## config.mk

```make
export PLATFORM = sky130hd
export DESIGN_NAME = reg_bank8x16_scan_flat
export DESIGN_NICKNAME = d
export VERILOG_FILES = /design/src/rtl/mux8_pkg.sv /design/src/rtl/reg_bank8x16_scan_if.sv /design/src/rtl/scan_seq8.sv /design/src/rtl/reg_bank8x16_scan.sv /design/src/flat_wrapper.sv
export SDC_FILE = /design/constraint.sdc
export NUM_CORES = 1
export LEC_CHECK = 0
export ABC_AREA = 1
export BUFFER_PORTS_ARGS = -buffer_cell sky130_fd_sc_hd__buf_2
export CAP_MARGIN = 0
export CELL_PAD_IN_SITES_DETAIL_PLACEMENT = 0
export CELL_PAD_IN_SITES_GLOBAL_PLACEMENT = 1
export CORE_MARGIN = 4
export CORE_UTILIZATION = 38
export DETAILED_ROUTE_END_ITERATION = 10
export PLACE_DENSITY_LB_ADDON = 0.1
export SLEW_MARGIN = 20
export SYNTH_ARGS = -nofsm -noshare
export SYNTH_HDL_FRONTEND = slang
export SYNTH_SLANG_ARGS = --single-unit
```

## constraint.sdc

```tcl
create_clock -name clk -period 1.85 [get_ports clk]
set_clock_uncertainty 0.1 [all_clocks]
set_input_delay 0.37 -clock clk [delete_from_list [all_inputs] [get_ports clk]]
set_output_delay 0.37 -clock clk [all_outputs]
set_load 0.01 [all_outputs]
```

## src/rtl/mux8_pkg.sv

```systemverilog
// Shared definitions for the register bank / scan sequencer that feeds the
// 16-bit 8:1 multiplexer.
//   DEPTH      : number of bank entries (mux inputs)
//   AW         : width of the mux select / write index
//   DEF_WIDTH  : default data width
//   scan_state_t : sequencer FSM states
//   scan_map() : step counter -> mux select (binary or Gray order)
package mux8_pkg;

  localparam int DEPTH     = 8;
  localparam int AW        = 3;
  localparam int DEF_WIDTH = 16;

  typedef enum logic [1:0] {
    IDLE = 2'd0,
    SCAN = 2'd1,
    DONE = 2'd2
  } scan_state_t;

  // Gray order visits 000,001,011,010,110,111,101,100.
  function automatic logic [AW-1:0] scan_map(input logic [AW-1:0] step,
                                             input logic          gray);
    logic [AW-1:0] m;
    if (gray) begin
      m = step ^ {1'b0, step[AW-1:1]};
    end else begin
      m = step;
    end
    return m;
  endfunction

endpackage

```

## src/rtl/reg_bank8x16_scan_if.sv

```systemverilog
// Bus bundle between the register bank / scan sequencer and its environment.
//   we, waddr, wdata      : bank write port
//   start, gray_mode      : scan request and order select
//   addr, addr_valid      : mux select offered to the consumer
//   addr_ready            : consumer accepts the current select
//   busy, done            : scan status
// slave  = the design side, master = the driving environment.
interface reg_bank8x16_scan_if
  import mux8_pkg::*;
#(
  parameter int WIDTH = DEF_WIDTH
) ();

  logic             we;
  logic [AW-1:0]    waddr;
  logic [WIDTH-1:0] wdata;
  logic             start;
  logic             gray_mode;
  logic [AW-1:0]    addr;
  logic             addr_valid;
  logic             addr_ready;
  logic             busy;
  logic             done;

  modport slave (
    input  we, waddr, wdata, start, gray_mode, addr_ready,
    output addr, addr_valid, busy, done
  );

  modport master (
    output we, waddr, wdata, start, gray_mode, addr_ready,
    input  addr, addr_valid, busy, done
  );

endinterface

```

## src/rtl/scan_seq8.sv

```systemverilog
// Scan sequencer: walks the mux select through all eight entries once per
// start request, offering each select with a valid/ready handshake.
//   clk, rst_n  : clock, asynchronous active-low reset
//   start       : scan request, only looked at in IDLE
//   gray_mode   : order select, captured together with start
//   addr_ready  : consumer accepts addr this cycle
//   addr        : registered mux select
//   addr_valid  : addr is offered
//   busy        : scan in progress
//   done        : one-cycle pulse after the eighth accepted step
module scan_seq8
  import mux8_pkg::*;
(
  input  logic          clk,
  input  logic          rst_n,
  input  logic          start,
  input  logic          gray_mode,
  input  logic          addr_ready,
  output logic [AW-1:0] addr,
  output logic          addr_valid,
  output logic          busy,
  output logic          done
);

  scan_state_t   state_r, state_s;
  logic [AW-1:0] step_r, step_s;
  logic [AW-1:0] addr_r, addr_s;
  logic          valid_r, valid_s;
  logic          done_r, done_s;
  logic          gray_r, gray_s;
  logic          busy_r, busy_s;
  logic [AW-1:0] step_inc_s;

  assign step_inc_s = step_r + 3'd1;

  // FSM state and all registered outputs.
  always_ff @(posedge clk or negedge rst_n) begin
    if (!rst_n) begin
      state_r <= IDLE;
      step_r  <= 3'd0;
      addr_r  <= 3'd0;
      valid_r <= 1'b0;
      done_r  <= 1'b0;
      gray_r  <= 1'b0;
      busy_r  <= 1'b0;
    end else begin
      state_r <= state_s;
      step_r  <= step_s;
      addr_r  <= addr_s;
      valid_r <= valid_s;
      done_r  <= done_s;
      gray_r  <= gray_s;
      busy_r  <= busy_s;
    end
  end

  // Next-state and next-output logic.
  always_comb begin
    state_s = state_r;
    step_s  = step_r;
    addr_s  = addr_r;
    valid_s = valid_r;
    done_s  = 1'b0;
    gray_s  = gray_r;

    case (state_r)
      IDLE: begin
        if (start) begin
          step_s  = 3'd0;
          addr_s  = scan_map(3'd0, gray_mode);
          gray_s  = gray_mode;
          valid_s = 1'b1;
          state_s = SCAN;
        end else begin
          state_s = IDLE;
        end
      end
      SCAN: begin
        if (valid_r && addr_ready) begin
          if (step_r == 3'd7) begin
            // addr keeps the last select; only valid drops.
            valid_s = 1'b0;
            done_s  = 1'b1;
            state_s = DONE;
          end else begin
            step_s = step_inc_s;
            addr_s = scan_map(step_inc_s, gray_r);
          end
        end else begin
          state_s = SCAN;
        end
      end
      DONE: begin
        state_s = IDLE;
      end
      default: begin
        state_s = IDLE;
        valid_s = 1'b0;
      end
    endcase

    // busy is registered, so derive it from the state being entered.
    busy_s = (state_s == SCAN);
  end

  assign addr       = addr_r;
  assign addr_valid = valid_r;
  assign busy       = busy_r;
  assign done       = done_r;

endmodule

```

## src/rtl/reg_bank8x16_scan.sv

```systemverilog
// Eight-entry register bank feeding the 16-bit 8:1 multiplexer, plus the
// scan sequencer that drives the mux select.
//   clk, rst_n : clock, asynchronous active-low reset
//   bus        : write port, scan control and select handshake (slave side)
//   D0..D7     : bank contents, wired straight to the mux data inputs
module reg_bank8x16_scan
  import mux8_pkg::*;
#(
  parameter int WIDTH = DEF_WIDTH
) (
  input  logic               clk,
  input  logic               rst_n,
  reg_bank8x16_scan_if.slave bus,
  output logic [WIDTH-1:0]   D0,
  output logic [WIDTH-1:0]   D1,
  output logic [WIDTH-1:0]   D2,
  output logic [WIDTH-1:0]   D3,
  output logic [WIDTH-1:0]   D4,
  output logic [WIDTH-1:0]   D5,
  output logic [WIDTH-1:0]   D6,
  output logic [WIDTH-1:0]   D7
);

  logic [WIDTH-1:0] entry_r [DEPTH];

  // Bank write; accepted in every sequencer state, including mid-scan.
  always_ff @(posedge clk or negedge rst_n) begin
    if (!rst_n) begin
      for (int i = 0; i < DEPTH; i++) begin
        entry_r[i] <= '0;
      end
    end else if (bus.we) begin
      entry_r[bus.waddr] <= bus.wdata;
    end
  end

  assign D0 = entry_r[0];
  assign D1 = entry_r[1];
  assign D2 = entry_r[2];
  assign D3 = entry_r[3];
  assign D4 = entry_r[4];
  assign D5 = entry_r[5];
  assign D6 = entry_r[6];
  assign D7 = entry_r[7];

  scan_seq8 u_seq (
    .clk        (clk),
    .rst_n      (rst_n),
    .start      (bus.start),
    .gray_mode  (bus.gray_mode),
    .addr_ready (bus.addr_ready),
    .addr       (bus.addr),
    .addr_valid (bus.addr_valid),
    .busy       (bus.busy),
    .done       (bus.done)
  );

endmodule

```

## src/flat_wrapper.sv

```systemverilog
// flat-port wrapper written by rule: the top's interface ports become plain ports
module reg_bank8x16_scan_flat import mux8_pkg::*;
#(
  parameter int WIDTH = DEF_WIDTH
)
  (clk, rst_n, D0, D1, D2, D3, D4, D5, D6, D7, bus_we, bus_waddr, bus_wdata, bus_start, bus_gray_mode, bus_addr_ready, bus_addr, bus_addr_valid, bus_busy, bus_done);
  reg_bank8x16_scan_if #(.WIDTH(WIDTH)) bus_i ();
  input  logic clk;
  input  logic rst_n;
  output logic [WIDTH-1:0] D0;
  output logic [WIDTH-1:0] D1;
  output logic [WIDTH-1:0] D2;
  output logic [WIDTH-1:0] D3;
  output logic [WIDTH-1:0] D4;
  output logic [WIDTH-1:0] D5;
  output logic [WIDTH-1:0] D6;
  output logic [WIDTH-1:0] D7;
  input wire logic [$bits(bus_i.we)-1:0] bus_we;
  input wire logic [$bits(bus_i.waddr)-1:0] bus_waddr;
  input wire logic [$bits(bus_i.wdata)-1:0] bus_wdata;
  input wire logic [$bits(bus_i.start)-1:0] bus_start;
  input wire logic [$bits(bus_i.gray_mode)-1:0] bus_gray_mode;
  input wire logic [$bits(bus_i.addr_ready)-1:0] bus_addr_ready;
  output wire logic [$bits(bus_i.addr)-1:0] bus_addr;
  output wire logic [$bits(bus_i.addr_valid)-1:0] bus_addr_valid;
  output wire logic [$bits(bus_i.busy)-1:0] bus_busy;
  output wire logic [$bits(bus_i.done)-1:0] bus_done;
  assign bus_i.we = bus_we;
  assign bus_i.waddr = bus_waddr;
  assign bus_i.wdata = bus_wdata;
  assign bus_i.start = bus_start;
  assign bus_i.gray_mode = bus_gray_mode;
  assign bus_i.addr_ready = bus_addr_ready;
  assign bus_addr = bus_i.addr;
  assign bus_addr_valid = bus_i.addr_valid;
  assign bus_busy = bus_i.busy;
  assign bus_done = bus_i.done;
  reg_bank8x16_scan #(.WIDTH(WIDTH)) u_core (.clk(clk), .rst_n(rst_n), .bus(bus_i), .D0(D0), .D1(D1), .D2(D2), .D3(D3), .D4(D4), .D5(D5), .D6(D6), .D7(D7));
endmodule
```

==> results.md <==
- Switching portion of total power: 0.277
- Setup bufs post-CTS: 0
- H-tree levels: 4
- First-pass GRT wire length: 20.6 mm
- Metal2 WL: 6.18 mm
- #FFs+latches synth: 139
- CORE AREA: 13200 um^2
- Gate power share: 0.179
- Hold Path Class: in2reg
- CP arrival: 1.84 ns
- Most frequent cells after synthesis: 139 x dfrtp_1, 139 x nand2_1, 111 x o21ai_0
- Syn nets: 529
- Buffers on Ports: 158
- CTS resizes: 0
- Slowest-stage cell, CP: dfrtp_1
- Final RePlAce weighted congestion: 0.762
- CTS tree: yes
- Reg2reg path depth: 6
- Via density: 4.66
- Clk_lat worst skew: 0.41 ns
- ANT nets after route: 0
- Clk pin slew, worst setup/hold paths: 0.05 ns
- Normalized max-slew margin: 0.776
- Number of buffers created by CTS: 17
- Crit-path cells: ha_1 > ha_1 > a21oi_1 > nand3_2 > nand2_1 > o21ai_0
- P_int: 0.00606 W
- Critical Path Fanout Max: 9
- Multi-input logic area: 1410 um^2
- Drt initial violations: 189
- P_leak: 3.50 nW
- Top cell type's share of synthesized area: 0.679
- Most used cell, CP: ha_1
- Register Area: 3480 um^2
- Routed wl met3: 1.10 mm
- Antenna diode count: 0
- Post-synth top area cell: dfrtp_1
- Worst Setup SP: u_core.u_seq.step_r[0]$_DFFE_PN0P_
- Met1 wire length: 5.49 mm
- Max-cap violation count: 0
- Endpoint type of the worst setup path: register
- Post-Syn Area per Cell: 10.2 um^2
- Clock sinks: 139
- CP peak stage delay: 0.40 ns
- Async set or reset register ratio after synthesis: 1.00
- Routed vias: 3970
- Clock share of power: 0.359
- DP HPWL: 9.35 mm
- Global Route Usage Sum: 0.178
- TNS Setup: 0 ns
- Number of global-route vias before repair: 3844
- Psw: 0.00231 W
- Worst R2R End: u_core.u_seq.step_r[2]$_DFFE_PN0P_
- Hold WS: 0.0987 ns
- DRT Wirelength: 13.0 mm
- Clock Tree Root: clkbuf_16
- Post-route clock period utilization: 0.894
- Synth unique cells: 21
- Post-synth EDFFs: 0
- Yosys warning count: 0
- Sequential share of power: 0.462
- Nets: 693
- First-pass iteration count of the detailed router: 5
- Top FF cell, synth: dfrtp_1
- Share of the yosys chip area belonging to registers: 0.679
- Largest net degree at the start of global routing: 49
- Uppermost layer routed: met4
- Site row count: 42
- Final setup vio count: 0
- Fmax: 0.604 GHz
- Worst setup SP type: register
- CP Capture Point: u_core.u_seq.step_r[2]$_DFFE_PN0P_
- Die height: 124 um
- Die area: 15400 um^2
- Worst Path Required: 2.04 ns
- Post-synthesis cell area: 5120 um^2
- GRT Residual Overflow: 0
- Min Tclk post-route: 1.65 ns
- Reg2reg setup slack: 0.20 ns
- Antenna violations before repair: 0
- Max Slew Vio Count: 0
- RSZ-0062 raised after global routing: false
- Share of layout cells above drive strength 1: 0.297
- Die width: 124 um
- Wire length per cell: 15.2 um
- Critical R2R Launch: u_core.u_seq.step_r[0]$_DFFE_PN0P_
- Run status: completed
- Final Hold Viols: 0
- PD cells: 1260 nW/um^2
- Synth Instances: 502
- Initial core utilization: 0.387
- Crit Path Class: reg2reg
- Largest cells by area after synthesis: dfrtp_1 68%, o21ai_0 11%, nand2_1 10%
- Residual DRC count: 0
- Layout filler cell count: 1350
- CTS max path bufs: 2
- Peak supply drop: 0.608 mV
- Ports: 159
- Area grow syn2layout: 30.0%
- Slew @ Worst Pin: 0.335 ns
-- area by class of cell --
type	instances	share of cell area
timing repair buffer	170	0.139
multi-input combinational	312	0.212
inverter	26	0.0147
tap	176	0.0331
clock buffer	27	0.0771
clock inverter	2	0.00150
sequential	139	0.523
-- flip-flops by register name, indices dropped and copies added (netlist names), 2 cells and up --
signal                cells
u_core.D5                16
u_core.u_seq.step_r       3
u_core.D4                16
u_core.D0                16
u_core.D1                16
u_core.u_seq.state_r      2
u_core.D2                16
u_core.u_seq.addr         2
u_core.D3                16
u_core.D7                16
u_core.D6                16
-- power groups by stage --
stage	sequential [W]	clock [W]	combinational [W]
floorplan	0.00415	0	0.000450
global placement	0.00389	0	0.00152
detailed placement	0.00391	0	0.00154
CTS	0.00387	0.00309	0.00154
global route	0.00393	0.00326	0.00170
finish	0.00386	0.00301	0.00150
-- per-layer routing --
metal  global-route usage  vias up
met5                    0        -
met2                0.275      119
met4               0.0678        0
li1                     -     1959
met1                0.227     1872
met3               0.0695       20
-- kinds of logic (layout without fill, tap and decap cells) --
logic type / count (synthesis) / in the layout / share of synthesized area
and+or+nand+nor: 174 / 174 / 0.135
DFF: 139 / 139 / 0.679
AOI/OAI and AO/OA: 136 / 136 / 0.135
buffers and inverters: 51 / 225 / 0.0457
adders and majority gates: 2 / 2 / 0.00489
-- cell usage in the layout (no fill, tap or decap), types with 2 or more instances in the layout --
master and n:
buf_2 157, nand2_1 139, dfrtp_1 139, o21ai_0 111, inv_1 24, nor2_1 21, clkbuf_16 17, a21oi_1 16
nand3_1 8, buf_4 8, o21ai_1 6, clkbuf_8 5, clkbuf_1 5, buf_12 3, nor4_1 2, nor2_2 2
inv_2 2, a21oi_2 2, ha_1 2, clkinv_2 2
-- through the flow --
step	util	power, W	std cells	instance area (um^2)	setup slack [ns]
after floorplan	-	0.00460	502	5120	0.382
after CTS	0.502	0.00851	852	6650	0.216
after detailed placement	0.462	0.00545	822	6120	0.211
after global placement	0.462	0.00541	822	6120	0.300
final	0.502	0.00837	852	6650	0.196
after global routing	0.502	0.00889	852	6650	0.0252
-- how the worst min path moves through the flow --
stage,cells past startpoint,end,start
2_1_floorplan,0,u_core.D0[0]$_DFFE_PN0P_,rst_n
3_3_place_gp,1,u_core.D1[15]$_DFFE_PN0P_,rst_n
3_5_place_dp,1,u_core.D3[4]$_DFFE_PN0P_,rst_n
4_1_cts,3,u_core.u_seq.gray_r$_DFFE_PN0N_,bus_gray_mode
5_1_grt,3,u_core.u_seq.gray_r$_DFFE_PN0N_,bus_gray_mode
6_report,3,u_core.u_seq.gray_r$_DFFE_PN0N_,bus_gray_mode
-- repair_timing --
item                                    in CTS  in global routing
hold buffers                                 1                  0
endpoints found under the hold margin       25                  0
endpoints found under the setup margin       0                  0
-- critical path: cells and delay by family (launching register included) --
family          cells  cell delay (ns)
fa+ha+maj           2             0.42
flops               1             0.40
compound gates      2             0.32
simple gates        2             0.30
Power figures use the tool's default switching activity.
